$ cat src/rtl/iopage_bus.sv
// iopage_bus: DCJ11 I/O-page bus initiator with one-hot device req/ack handshake,
// NXM on decode miss or timeout, and fixed-priority interrupt collection.
module iopage_bus #(
    parameter int                 NDEV     = 4,
    parameter logic [NDEV*13-1:0] DEV_BASE = {13'o17500, 13'o17400, 13'o17560, 13'o17546},
    parameter logic [NDEV*9-1:0]  DEV_VEC  = {9'o064, 9'o220, 9'o060, 9'o100},
    parameter int                 TIMEOUT  = 64
) (
    input  logic               clk,
    input  logic               rstn,
    input  logic               cpu_req,
    input  logic               cpu_wr,
    input  logic [12:0]        cpu_addr,
    input  logic [15:0]        cpu_wdata,
    output logic               cpu_ack,
    output logic               cpu_err,
    output logic [15:0]        cpu_rdata,
    output logic               cpu_irq,
    output logic [8:0]         cpu_vec,
    input  logic               cpu_iack,
    output logic [NDEV-1:0]    dev_req,
    output logic               dev_wr,
    output logic [2:0]         dev_addr,
    output logic [15:0]        dev_wdata,
    input  logic [NDEV-1:0]    dev_ack,
    input  logic [NDEV*16-1:0] dev_rdata,
    input  logic [NDEV-1:0]    dev_irq
);
    localparam int CW = $clog2(TIMEOUT);

    typedef enum logic [1:0] {IDLE, WAIT, RECOV} state_t;

    state_t          state, state_nxt;
    logic [CW-1:0]   cnt;
    logic            hit, start, miss, ack_sel, tmo, done;
    logic [NDEV-1:0] hit_oh, pending, clr;
    logic [15:0]     sel_rdata;
    logic            addr_unused;

    assign addr_unused = cpu_addr[0];

    // Descending scan so the lowest matching window wins.
    always_comb begin
        hit       = 1'b0;
        hit_oh    = '0;
        sel_rdata = '0;
        for (int i = NDEV - 1; i >= 0; i--) begin
            if (cpu_addr[12:4] == DEV_BASE[i*13+4 +: 9]) begin
                hit    = 1'b1;
                hit_oh = NDEV'(1) << i;
            end
            sel_rdata |= dev_rdata[i*16 +: 16] & {16{dev_req[i]}};
        end
    end

    always_ff @(posedge clk or negedge rstn)
        if (!rstn) state <= IDLE;
        else       state <= state_nxt;

    always_comb begin
        state_nxt = state;
        unique case (state)
            IDLE:    state_nxt = start && hit ? WAIT : IDLE;
            WAIT:    state_nxt = done ? RECOV : WAIT;
            default: state_nxt = IDLE;
        endcase
    end

    always_comb begin
        start   = state == IDLE && cpu_req;
        miss    = start && !hit;
        ack_sel = |(dev_ack & dev_req);
        tmo     = cnt == CW'(TIMEOUT - 1);
        done    = state == WAIT && (ack_sel || tmo);
    end

    always_ff @(posedge clk or negedge rstn)
        if (!rstn) begin
            cpu_ack   <= 1'b0;
            cpu_err   <= 1'b0;
            cpu_rdata <= '0;
            dev_req   <= '0;
            dev_wr    <= 1'b0;
            dev_addr  <= '0;
            dev_wdata <= '0;
            cnt       <= '0;
        end else begin
            cpu_ack <= miss || done;
            if (start) begin
                dev_req   <= hit_oh;
                dev_wr    <= cpu_wr;
                dev_addr  <= cpu_addr[3:1];
                dev_wdata <= cpu_wdata;
                cnt       <= '0;
            end else if (state == WAIT) begin
                cnt <= cnt + 1'b1;
            end
            if (done) dev_req <= '0;
            // A sampled ack beats a simultaneous timeout.
            if (miss || done) begin
                cpu_err   <= miss || !ack_sel;
                cpu_rdata <= ack_sel && !dev_wr ? sel_rdata : '0;
            end
        end

    // iack retires the lowest pending device; a same-edge pulse re-sets it.
    assign clr = cpu_iack ? pending & (~pending + 1'b1) : '0;

    always_ff @(posedge clk or negedge rstn)
        if (!rstn) pending <= '0;
        else       pending <= (pending & ~clr) | dev_irq;

    always_comb begin
        cpu_irq = |pending;
        cpu_vec = '0;
        for (int i = NDEV - 1; i >= 0; i--)
            if (pending[i]) cpu_vec = DEV_VEC[i*9 +: 9];
    end
endmodule

$ cat config.mk
export PLATFORM = sky130hd
export DESIGN_NAME = iopage_bus
export DESIGN_NICKNAME = d
export VERILOG_FILES = /design/src/rtl/iopage_bus.sv
export SDC_FILE = /design/constraint.sdc
export NUM_CORES = 1
export LEC_CHECK = 0
export ABC_CLOCK_PERIOD_IN_PS = 5000
export CAP_MARGIN = 20
export CORE_ASPECT_RATIO = 1.75
export CORE_MARGIN = 2
export CORE_UTILIZATION = 65
export CTS_BUF_LIST = sky130_fd_sc_hd__clkbuf_2 sky130_fd_sc_hd__clkbuf_4 sky130_fd_sc_hd__clkbuf_8
export DETAILED_ROUTE_END_ITERATION = 8
export DONT_BUFFER_PORTS = 1
export GPL_TIMING_DRIVEN = 0
export PLACE_DENSITY = 0.9
export SLEW_MARGIN = 20
export SYNTH_ARGS = -nofsm -noshare
export SYNTH_HDL_FRONTEND = slang
export SYNTH_SLANG_ARGS = --single-unit
$ cat constraint.sdc
create_clock -name clk -period 5 [get_ports clk]
set_clock_uncertainty 0.15 [all_clocks]
set_input_delay 1 -clock clk [delete_from_list [all_inputs] [get_ports clk]]
set_output_delay 1 -clock clk [all_outputs]
set_load 0.01 [all_outputs]
* After elaboration in Yosys (flattened, before gate mapping)
Index checks and enable logic that the tools add are counted.
Word-level totals: bits of input ports 106, register bits after elaboration 54, output and inout bits 52, word-level logic and storage cells 68
Cells by class: muxes and demuxes 21, reduce and logical (&&, ||, !) cells 16, add/subtract/negate cells 2, bitwise operators 13, eq/ne operators 6
Operators with widths (count):
- bitwise AND 16 bit | 4
- OR 16 bit | 3
- equality test 9 bit, second input constant | 4
- two-way mux 4 bit | 7
- two-way mux 9 bit | 3
- two-way mux 6 bit | 3
- two-way mux 16 bit | 1
- bitwise AND 4 bit | 3
- inverter 4 bit | 2
- OR reduction 4 bit | 2
- adder 6 x 1 -> 6 bit, second input constant | 1
- equality test 6 bit, second input constant | 1
- logical AND 1 bit | 5
- two-way mux 1 bit | 5
- adder 4 x 1 -> 4 bit, second input constant | 1
- OR 4 bit | 1
- case mux 2 bit (2 select lines) | 1
- nonzero test 2 bit | 2
- logical NOT 1 bit | 3
- logical OR 1 bit | 3
- equality test 2 x 1 -> 1 bit, second input constant | 1
- logical NOT 2 bit | 1
- two-way mux 2 bit | 1

* Depth between registers and ports, before layout
word-level depth 8, mapped depth 8, depth with buffers taken out 6

* Least setup slack after synthesis
OpenSTA, ideal clock, no wires.
path kind in2reg, start point input cpu_addr[5], end point register cpu_rdata[10], data arrival time 2303 ps, slack 2422 ps, library setup time 125 ps, required time 4725 ps, cell stages on the path 7, buffers on the path 2, cell sequence nor2_1 a21oi_1 o41ai_1 nor2b_2 buf_6 buf_12 mux2_4
Between the ends: word-level cells in the longest chain between the ends 8, elaborated cells on any way between the ends 11, those cells by class eq/ne: 4; mux: 4; reduce/logical: 3
Ends and longest elaborated chain:
- from (decl) | RTL line 13 | input logic [12:0] cpu_addr,
- equality test 9 bit | RTL line 48 | if (cpu_addr[12:4] == DEV_BASE[i*13+4 +: 9]) begin
- two-way mux 1 bit (3 in a row) | RTL line 48
- two-way mux 1 bit * | RTL line 48
- logical NOT 1 bit * | RTL line 71 | miss = start && !hit;
- logical AND 1 bit * | RTL line 71
- logical OR 1 bit * | RTL line 100 | if (miss || done) begin
- to (signal assigned) | RTL line 102 | cpu_rdata <= ack_sel && !dev_wr ? sel_rdata : '0;
- to (decl) | RTL line 17 | output logic [15:0] cpu_rdata,
Mark *: on every way between the ends. The rest lies on a longest branch, timed or not. A chain may end at the register's enable or synchronous reset.

* Worst setup path in the final report
Ends and elaborated chain as after synthesis.

==> summary.txt <==
Run status
  • Status: complete, no violations

Timing
  • Setup TNS: 0 ns
  • RSZ-0062 raised after global routing: no
  • Crit share post-route: 51.10%
  • Final hold violations: 0
  • Crit path time final: 2.555 ns
  • Hold slack: about 0.23 ns
  • Fmax: 391.4 MHz
  • Final setup viols: 0
  • Fin. max-slew vios: 0
  • Slew margin rel.: about 53%
  • Worst setup margin: 2.445 ns
  • Worst Tran Pin Value: 0.7019 ns

Final layout
  • Area growth, synth to finish: 6.849%
  • Post-route cell area: 2889 µm²
  • Most frequent cells in the layout: nand2_1, dfrtp_1, a22oi_1, a21oi_1, clkbuf_1
  • Fin nets: 392
  • Commonest non-fill, non-tap cell in the layout: nand2_1
  • Final Core Density: 70.94%
  • N_diodes: 0
  • Layout cells sized above 1: between 10% and 20%

Clock tree
  • CTS tree: yes
  • Clock Latency Late Sink: around 0.3 ns
  • H-tree lvl count: 2
  • Clock transition at the registers of the reported paths: 0.09 ns
  • Hold-fix buffers, CTS: 0
  • CTS Buf Count: 5
  • Root Buffer: clkbuf_8
  • Gates resized, CTS repair: 0
  • Sink Count: 54
  • Clock buffer depth: 2
  • Setup Buffers After CTS: 0

Drt
  • Via-to-Cell Ratio: between 6 and 7
  • Iteration-0 DRC Markers: 61
  • Total wire length: 6.297 mm
  • Antenna Nets Post-Route: 0
  • Met2 wire length: 3.299 mm
  • Met1 WL: 2.392 mm
  • Top routing layer in use: met4
  • Routed via count: 2145
  • First-pass DRT Iterations: 4
  • Detailed-route DRC error count: 0
  • DR WL met3: 523 µm
  • Drt wl/cell: 18.85 µm

Die
  • Std cell rows: 31
  • Die height: 89.32 µm
  • Core footprint: a little over 4000 µm²
  • Initial cell density of the core: between 60% and 70%
  • Die width: 52.76 µm
  • I/O pins: 158
  • DIE AREA: 4712 µm²

Run
  • Max cap viols: 0

Placement
  • GP Congestion: approximately 0.79
  • Port-buffer cells: 0
  • Placement Cell Area: 2776 µm²
  • Post-Place Setup Slack: 2.158 ns
  • Detail Placement HPWL: 4.800 mm

Yosys
  • Distinct cells, synth: 39
  • Syn Inst Count: 275
  • Simple-Gate Fraction of Synth Area: around 16%
  • Syn. warnings: 0
  • Adder-cell share of the synthesized area: 0.4627%
  • Synth Area in Compound Gates: 18.79%
  • Synth Cell Area: 2704 µm²
  • Main combinational cell family by area after synthesis: compound AO/OA/AOI/OAI gates
  • Mean Syn Cell Area: 9.832 µm²
  • Mux contribution to synthesized area: 7.913%
  • Seq/Total Area, Yosys: roughly half
  • XOR/XNOR share of the synthesized area: less than 1%
  • #FFs+latches synth: 54

Setup path
  • CP Class: primary input to flop
  • Register-to-Register Path Depth: 8
  • Crit end category: flop
  • CP Launch Type: primary input
  • Flop2flop setup slack: 2.65 ns
  • CP required: 5.04 ns
  • FF-to-FF Start: dev_req[2]
  • Critical path data arrival time: 2.60 ns
  • CP Max Fanout: 10
  • Reg2reg end: cpu_rdata[10]

Power
  • Lkg Pwr: 1.293 nW
  • Pwr Density: 300.3 nW/µm²
  • Worst VDD drop: 311.3 µV

Global routing
  • Vias in the first global route: ~1.9k
  • Initial antenna violation count: 0
  • Gr usage total: about a quarter
  • Total global routing overflow: 0
  • First-pass GRT wire length: ~8.8 mm
  • Largest net degree at the start of global routing: 55

Worst hold path
  • Path type of the worst min-delay path: primary input to asynchronous set/reset pin
[cell usage after synthesis]
| cell | count | area share, % |
|---|---|---|
| a221oi_4 | 1 | 0.97 |
| o41ai_1 | 1 | 0.32 |
| nand2b_1 | 3 | 0.69 |
| nor2b_2 | 1 | 0.32 |
| and3_1 | 1 | 0.23 |
| mux2_2 | 7 | 2.9 |
| a31oi_1 | 1 | 0.23 |
| nor3b_1 | 1 | 0.28 |
| or3_1 | 1 | 0.23 |
| nand3_1 | 4 | 0.74 |
| a22o_1 | 1 | 0.32 |
| o22ai_1 | 1 | 0.23 |
| clkbuf_1 | 11 | 1.5 |
| buf_4 | 6 | 1.7 |
| ha_1 | 1 | 0.46 |
| nor2b_1 | 1 | 0.23 |
| nand4_1 | 3 | 0.69 |
| o211ai_1 | 1 | 0.28 |
| nand4b_1 | 1 | 0.32 |
| nor4_1 | 1 | 0.23 |
| and2_1 | 1 | 0.23 |
| buf_6 | 4 | 1.7 |
| buf_12 | 1 | 0.74 |
| nor2_1 | 9 | 1.2 |
| a32oi_1 | 2 | 0.65 |
| a21oi_4 | 1 | 0.60 |
| nand2_1 | 70 | 9.7 |
| conb_1 | 1 | 0.14 |
| o21ai_0 | 8 | 1.5 |
| xnor2_1 | 1 | 0.32 |
| a21o_1 | 3 | 0.83 |
| o31ai_1 | 1 | 0.28 |
| a22oi_1 | 32 | 8.9 |
| a21oi_1 | 20 | 3.7 |
| inv_1 | 6 | 0.83 |
| or2_1 | 1 | 0.23 |
| nor3_1 | 3 | 0.56 |
| dfrtp_1 | 54 | 50 |
| mux2_4 | 9 | 5.0 |
[kinds of logic after synthesis]
logic type	count (synthesis)
other cells	1
mux	16
flops	54
xor+xnor	1
compound gates	73
buf+inv	28
simple gates	101
fa+ha+maj	1
[report_power, final]
part | switching, mW | internal [mW]
Sequential | 0.0298 | 0.461
Clock | 0.135 | 0.160
Combinational | 0.0497 | 0.0324
Total | 0.214 | 0.653
[worst max-delay path, cell delays in order]
cell and delay, ns:
nor2_1 0.17, a21oi_1 0.08, o41ai_1 0.48, nor2b_2 0.24, buf_6 0.16, buf_12 0.15, mux2_4 0.31
[routing by layer]
layer | global-route usage [%] | vias up
met5 | 0 | -
met4 | 6.993 | 0
met3 | 8.528 | 7
met2 | 45.91 | 127
met1 | 27.88 | 1036
li1 | - | 975
[metrics by stage]
stage               cells  total power [mW]
detailed placement    327            0.5818
global placement      327            0.5761
CTS                   334            0.8728
finish                334            0.8674
floorplan             278            0.5612
global route          334            0.9011
[layout make-up]
class / instances / area (µm²)
buffer: 22 / 151.4
clock buffer: 6 / 82.58
clock inverter: 1 / 30.03
inverter: 6 / 22.52
multi-input combinational: 196 / 1190
sequential: 54 / 1351
tap: 49 / 61.31
fill: 304 / 1184
[worst max-delay path by stage]
stage | startpoint | to | slack, ns | depth (start not counted)
4_1_cts | cpu_addr[5] | cpu_rdata[10] | 2.45 | 7
3_3_place_gp | cpu_addr[5] | cpu_rdata[9] | 2.19 | 7
6_report | cpu_addr[5] | cpu_rdata[10] | 2.44 | 7
3_5_place_dp | cpu_addr[5] | cpu_rdata[10] | 2.16 | 7
5_1_grt | pending[0] | cpu_vec[2] | 2.40 | 2
2_1_floorplan | cpu_addr[5] | cpu_rdata[10] | 2.42 | 7
[registers in the layout, indices dropped and copies added, names as in the netlist]
signal	count
cnt	6
cpu_rdata	16
dev_wr	1
state	2
cpu_ack	1
dev_addr	3
dev_wdata	16
pending	4
dev_req	4
cpu_err	1
Power figures use the tool's default switching activity.
